`config.mk`:
```
export PLATFORM = sky130hd
export DESIGN_NAME = d_operand_unit
export DESIGN_NICKNAME = d
export VERILOG_FILES = /design/src/rtl/d_operand_unit.sv
export SDC_FILE = /design/constraint.sdc
export NUM_CORES = 2
export LEC_CHECK = 0
export BUFFER_PORTS_ARGS = -buffer_cell sky130_fd_sc_hd__buf_2
export CAP_MARGIN = 30
export CORE_ASPECT_RATIO = 0.7
export CORE_UTILIZATION = 55
export CTS_CLUSTER_DIAMETER = 60
export DETAILED_ROUTE_END_ITERATION = 16
export PLACE_DENSITY = 0.75
export SLEW_MARGIN = 20
export SYNTH_ARGS = -nofsm -noshare
export SYNTH_HDL_FRONTEND = slang
export SYNTH_SLANG_ARGS = --single-unit
export TNS_END_PERCENT = 10
```
`constraint.sdc`:
```
create_clock -name Clk -period 6.3 [get_ports Clk]
set_clock_uncertainty 0.05 [all_clocks]
set_input_delay 0.945 -clock Clk [delete_from_list [all_inputs] [get_ports Clk]]
set_output_delay 0.945 -clock Clk [all_outputs]
set_load 0.01 [all_outputs]
```
`src/rtl/d_operand_unit.sv`:
```
// Decode-stage operand unit: register file with prioritised forwarding and a
// per-register Tuse/Tnew scoreboard that produces the issue stall.
// Optional writeback trace: define GRF_WB_TRACE_EN.
module d_operand_unit #(
   parameter int unsigned DW   = 32,
   parameter int unsigned NRD  = 2,
   parameter int unsigned NFWD = 2,
   parameter int unsigned TW   = 2,
   parameter int unsigned CW   = 2
) (
   input  logic                Clk,
   input  logic                Rst_n,
   input  logic                Flush,
   input  logic                Iss_Valid,
   output logic                Iss_Ready,
   input  logic [NRD*5-1:0]    Iss_A,
   input  logic [NRD*TW-1:0]   Iss_Tuse,
   input  logic                Iss_Wr,
   input  logic [4:0]          Iss_A3,
   input  logic [TW-1:0]       Iss_Tnew,
   output logic [NRD*DW-1:0]   RD,
   input  logic [NFWD*5-1:0]   Fwd_A3,
   input  logic [NFWD*DW-1:0]  Fwd_WD,
   input  logic [NFWD-1:0]     Fwd_Vld,
   input  logic                W_We,
   input  logic [4:0]          W_A3,
   input  logic [DW-1:0]       W_WD,
   input  logic [31:0]         W_PC
);

   localparam int unsigned NREG = 32;
   localparam logic [CW-1:0] CNT_MAX = {CW{1'b1}};

   logic [DW-1:0] grf  [NREG];
   logic [CW-1:0] cnt  [NREG];
   logic [TW-1:0] tnew [NREG];

   logic          wb_en;
   logic          acc_en;
   logic          stall;
   logic [4:0]    rd_a;
   logic          rd_hit;
   logic [DW-1:0] rd_val;
   logic [4:0]    st_a;

   assign wb_en  = W_We && (W_A3 != 5'd0);
   assign acc_en = Iss_Valid && Iss_Ready && Iss_Wr && (Iss_A3 != 5'd0);

   // Operand read: $0, then youngest matching forward source, then write-through, then array
   always_comb begin
      RD     = '0;
      rd_a   = '0;
      rd_hit = 1'b0;
      rd_val = '0;
      for (int unsigned i = 0; i < NRD; i++) begin
         rd_a   = Iss_A[5*i +: 5];
         rd_hit = 1'b0;
         rd_val = '0;
         if (rd_a != 5'd0) begin
            for (int unsigned j = 0; j < NFWD; j++) begin
               if (!rd_hit && Fwd_Vld[j] && (Fwd_A3[5*j +: 5] == rd_a)) begin
                  rd_hit = 1'b1;
                  rd_val = Fwd_WD[DW*j +: DW];
               end
            end
            if (!rd_hit) begin
               if (wb_en && (W_A3 == rd_a)) rd_val = W_WD;
               else                         rd_val = grf[rd_a];
            end
         end
         RD[DW*i +: DW] = rd_val;
      end
   end

   // Stall when a pending producer is too late for a consumer, or the writer counter is full
   always_comb begin
      stall = 1'b0;
      st_a  = '0;
      for (int unsigned i = 0; i < NRD; i++) begin
         st_a = Iss_A[5*i +: 5];
         if ((st_a != 5'd0) && (cnt[st_a] != '0) && (tnew[st_a] > Iss_Tuse[TW*i +: TW]))
            stall = 1'b1;
      end
      if (Iss_Wr && (cnt[Iss_A3] == CNT_MAX))
         stall = 1'b1;
   end

   assign Iss_Ready = !stall;

   // Register array and scoreboard update
   always_ff @(posedge Clk or negedge Rst_n) begin
      if (!Rst_n) begin
         for (int unsigned r = 0; r < NREG; r++) begin
            grf[r]  <= '0;
            cnt[r]  <= '0;
            tnew[r] <= '0;
         end
      end else begin
         if (wb_en) grf[W_A3] <= W_WD;
         for (int unsigned r = 1; r < NREG; r++) begin
            if (Flush) begin
               cnt[r]  <= '0;
               tnew[r] <= '0;
            end else begin
               // Accept and writeback on the same register cancel in the counter
               if (acc_en && (Iss_A3 == 5'(r)) && !(wb_en && (W_A3 == 5'(r))))
                  cnt[r] <= cnt[r] + CW'(1);
               else if (!(acc_en && (Iss_A3 == 5'(r))) && wb_en && (W_A3 == 5'(r))
                        && (cnt[r] != '0))
                  cnt[r] <= cnt[r] - CW'(1);
               if (acc_en && (Iss_A3 == 5'(r)))
                  tnew[r] <= Iss_Tnew;
               else if (tnew[r] != '0)
                  tnew[r] <= tnew[r] - TW'(1);
            end
         end
      end
   end

`ifdef GRF_WB_TRACE_EN
   // Writeback trace line at the clock edge
   always_ff @(posedge Clk) begin
      if (Rst_n && wb_en)
         $display("@%h: $%0d <= %h", W_PC, W_A3, W_WD);
   end
`else
   logic unused_pc;
   assign unused_pc = ^W_PC;
`endif

endmodule
```
* Yosys cells after proc, flatten, opt, wreduce, memory -nomap -nowiden *
Cells that the tools add are included.

operators by class
  $add $sub $neg = 93
  magnitude comparators = 7
  equal/unequal tests = 69
  mux-type cells = 231
  bitwise logic cells = 4
  reductions and logical operators = 399

operators with widths
  kind                                                                           count
  1024-bit bitwise mux                                                           1
  32-bit two-way mux                                                             15
  2-bit two-way mux                                                              196
  32-bit binary-select mux with 5-bit select                                     2
  1-bit logical AND                                                              204
  3-bit nonzero test                                                             62
  32-bit demux with 5-bit select                                                 1
  5-bit == test (second input constant)                                          32
  2-bit nonzero test                                                             64
  2-bit by 1-bit subtractor with 2-bit output (second input constant)            62
  5-bit by 4-bit == test with 1-bit output (second input constant)               16
  1-bit logical NOT                                                              65
  2-bit by 1-bit adder with 2-bit output (second input constant)                 31
  2-bit binary-select mux with 5-bit select                                      5
  5-bit by 3-bit == test with 1-bit output (second input constant)               8
  5-bit == test                                                                  6
  6-bit >= comparator (second input constant)                                    4
  5-bit inverter with 6-bit output                                               4
  5-bit by 2-bit == test with 1-bit output (second input constant)               4
  5-bit nonzero test                                                             4
  1-bit two-way mux                                                              11
  5-bit by 1-bit == test with 1-bit output (second input constant)               2
  6-bit by 1-bit less-than comparator with 1-bit output (second input constant)  1
  2-bit > comparator                                                             2
  2-bit == test (second input constant)                                          1

word-level totals
  bits in registers = 1148
  input port bits = 172

* Longest topological paths before layout *
  word-level depth = 22
  gate-level depth with buffers = 23

* Least setup slack after synthesis *
No wires, ideal clock.

  kind = input to output
  start point = input Iss_A[5]
  end point = output Iss_Ready
  data arrival time = 5042 ps
  data required time = 5305 ps
  slack = 263 ps
  stages on the path = 19
  path through = buf_2 -> buf_2 -> buf_2 -> buf_2 -> buf_2 -> mux4_2 -> mux4_2 -> a21oi_1 -> ha_1 -> nor2b_1 -> o21ai_0 -> a311oi_1 -> nor4b_1 -> a311oi_1 -> nand3_2 -> inv_2 -> buf_6 -> buf_2 -> buf_2

between the ends
  word-level cells in the longest chain between the ends = 10
  elaborated cells on any way between the ends = 15
  classes of those cells = 1 x order compare; 8 x mux; 1 x bitwise; 5 x reduce/logical

ends and longest elaborated chain
  item                                                        RTL line  text
  start: declaration                                          16        input logic [NRD*5-1:0] Iss_A,
  branches (longest 6 deep; another with 2-bit > comparator)  --
  1-bit logical AND (*)                                       81        if ((st_a != 5'd0) && (cnt[st_a] != '0) && (tnew[st_a] > Iss_Tuse[TW*i +: TW]))
  1-bit two-way mux (*)                                       81
  1-bit two-way mux (*)                                       84        if (Iss_Wr && (cnt[Iss_A3] == CNT_MAX))
  1-bit logical NOT (*)                                       88        assign Iss_Ready = !stall;
  end: declaration                                            15        output logic Iss_Ready,

Every way passes the cells marked *. The select of a mux whose other input is x is not followed.

* Worst setup path after layout *
  start point = input Iss_A[9]
  end point = output Iss_Ready

Same word-level chain as after synthesis.

==> key figures <==
Run status
  – Outcome: finished, final reports clean

STA
  – Fin crit share: 0.9587
  – Final hold vios: 0
  – RSZ-0062 raised after global routing: no
  – Max_slew headroom: 0.2231
  – Fmax: 0.1656 GHz
  – Sum of negative setup slack: 0 ns
  – Final setup viols: 0
  – Tmin final: a little over 6 ns
  – Worst slew pin tran: ~1.2 ns
  – Worst setup margin: 0.2604 ns
  – Slew Limit Fails: 0

Synth
  – Syn avg cell area: between 10 and 15 um2
  – Top FF cell, synth: dfrtp_1
  – Seq/Total Area, Yosys: 0.4370
  – Post-Synthesis Cells: between 5,000 and 6,000
  – FF+latch count, synth: between 1,000 and 1,500
  – Synthesized area: between 60,000 and 70,000 um2
  – YS warnings: 4
  – Yosys cell types: around 70
  – Post-synth EDFFs: 0
  – Syn Nets: around 5,600
  – Fraction of registers with async set or reset after synthesis: 1.000

Critical path
  – FF-to-FF path depth: 15
  – Crit path required time: between 5 and 6 ns
  – Critical path endpoint category: output port
  – WP data arrival: approximately 5.0 ns
  – Worst setup path end: Iss_Ready
  – R2r startpoint: tnew[49]
  – CP Max Fanout: 14
  – Reg-to-reg endpoint: cnt[40]
  – Crit start category: input pin
  – Setup Crit Path Kind: input pin to output port
  – Reg2Reg Setup Slack: around 1.2 ns
  – Crit path launch: Iss_A[9]

Drt
  – Post-route ant nets: 0
  – DRT Pass-1 Iters: 7
  – DR WL/cell: ~31 um
  – DR vias: approximately 49,000
  – Drt initial violations: approximately 7,000
  – Vias per cell: between 7 and 8
  – Post-route DRC: 0
  – Final wirelength: about 220 mm

Layout
  – Area Overhead vs Synth: 9.889%
  – Layout cells sized above 1: 0.3758
  – Most frequent cells in the layout: dfrtp_1 (1,148), nand2_1 (1,102), mux2_2 (713), mux4_2 (686), buf_2 (196)
  – Final #Nets: 5,472
  – Most common cell after layout, fill and taps aside: dfrtp_1

CTS
  – Clock Latency Late Sink: 0.75 ns
  – Clock slew seen by the registers of the worst setup and hold paths: 0.06 ns
  – Cts bufs inserted: ~110
  – Clock sink count: between 1,000 and 1,500
  – Htree depth: 3
  – CTS Hold Bufs: 0
  – CTS tree: built
  – CTS resizes: 0
  – Clk buf depth: 3
  – Postcts setup bufs: 0
  – CTS Root Buffer Type: clkbuf_16

Power
  – Net switching power figure: 7.148 mW
  – Comb power frac: 0.265
  – Total power: ~23 mW
  – Sequential share of power: 0.427
  – Cell area power density: ~320 nW/um2
  – Clock network power share: 0.308
  – Maximum vdd drop: approximately 0.00024 V
  – Int Pwr: about 16 mW
  – Leakage: 31.72 nW
  – Sw Share: 0.3062

Floorplan
  – Ports: around 240
  – Core ar.: between 100,000 and 150,000 um2
  – Die ar.: between 100,000 and 150,000 um2
  – Starting Density: 0.5579
  – Die X: 415.2 um
  – Die Y: a little under 300 um
  – FP Rows: about 110

Global route
  – Initial antenna violation count: 25
  – Overflow left after global routing: 0
  – First-pass GRT wire length: approximately 320 mm
  – Vias in the first global route: just under 50,000
  – Pin count of the biggest net entering global routing: roughly 170
  – Gr usage total: 0.3612

Place
  – GP Congestion: about 1
  – I/O Buffers: roughly 200
  – Placement Setup Slack: between 0.4 and 0.5 ns
  – DP HPWL: approximately 130 mm

Run
  – Max-cap violations: 0

Worst hold path
  – Worst min-delay path category: input pin to asynchronous set/reset pin
[cells in the mapped netlist (62+ instances only)]
cell type | number | area [um2]
a21oi_1 | 110 | 550.5
buf_1 | 62 | 232.7
clkbuf_1 | 417 | 1565
dfrtp_1 | 1148 | 28730
inv_1 | 69 | 259.0
mux2_2 | 713 | 8029
mux2i_1 | 67 | 670.6
mux4_2 | 686 | 15450
nand2_1 | 1119 | 4200
nand3_1 | 118 | 590.6
nor2_1 | 140 | 525.5
o21ai_0 | 132 | 660.6
o221ai_1 | 65 | 569.3
[registers in the layout, summed over array words and instances (netlist names)]
name	cells
cnt	62
grf	1024
tnew	62
[through the flow]
stage / instances / hold slack (ns) / cell area [um2] / util
floorplan: 5347 / 0.3913 / 65740 / -
global placement: 6686 / 0.3264 / 67970 / 0.5768
detailed placement: 6693 / 0.3333 / 68130 / 0.5781
CTS: 6906 / 0.1875 / 72040 / 0.6113
global route: 6927 / 0.2041 / 72220 / 0.6129
finish: 6935 / 0.1698 / 72240 / 0.6130
[critical path, stage by stage]
cell and delay, ns:
buf_2 0.20, inv_2 0.63, mux4_2 0.67, a21oi_1 0.18
ha_1 0.25, nor2b_1 0.13, o21ai_0 0.55, a311oi_1 0.14
nor4b_1 0.21, a311oi_1 0.31, nand3_2 0.27, inv_2 0.32
buf_2 0.23
[layout make-up]
cell class	count	area (um2)
Timing Repair Buffer	338	2466
Antenna cell	22	55.05
Tap cell	1551	1941
Inverter	72	275.3
Fill cell	8652	45600
Clock inverter	55	601.8
Sequential cell	1148	28730
Multi-Input combinational cell	3591	34870
Clock buffer	158	3309
[routing by layer]
layer,GRT usage,up-vias,part of all wire
met2,0.5130,3517,0.44
met5,0,-,0.00037
met1,0.4996,25280,0.37
met4,0.1754,12,0.055
met3,0.1228,744,0.14
li1,-,19550,-
[power by group through the flow]
stage	clock [mW]	combinational [mW]	sequential, mW
floorplan	0	4.61	9.64
global placement	0	5.83	9.88
detailed placement	0	6.08	10.0
CTS	7.21	6.11	9.92
global route	7.51	6.66	10.2
finish	7.18	6.20	9.97
[kinds of logic (layout without fill, tap and decap cells)]
logic type,count (synthesis),in the layout,share of synthesized area
AND/OR/NAND/NOR,1620,1620,0.1051
multiplexers,1467,1467,0.3676
flip-flops,1148,1148,0.4370
buffers and inverters,608,623,0.03629
AO/OA/AOI/OAI,400,400,0.03822
XOR/XNOR,69,69,0.009193
adder cells (fa/ha/maj),35,35,0.006661
other,0,22,0
[how the worst min path moves through the flow]
stage / to / slack (ns) / depth (start not counted) / start
3_3_place_gp: grf[1020] / 0.33 / 0 / grf[1020]
4_1_cts: grf[183] / 0.19 / 1 / Rst_n
6_report: grf[55] / 0.17 / 1 / Rst_n
3_5_place_dp: grf[1019] / 0.33 / 0 / grf[1019]
2_1_floorplan: grf[1000] / 0.39 / 1 / grf[1000]
5_1_grt: grf[55] / 0.20 / 1 / Rst_n
Note: power is estimated with default switching activity, not from simulation.
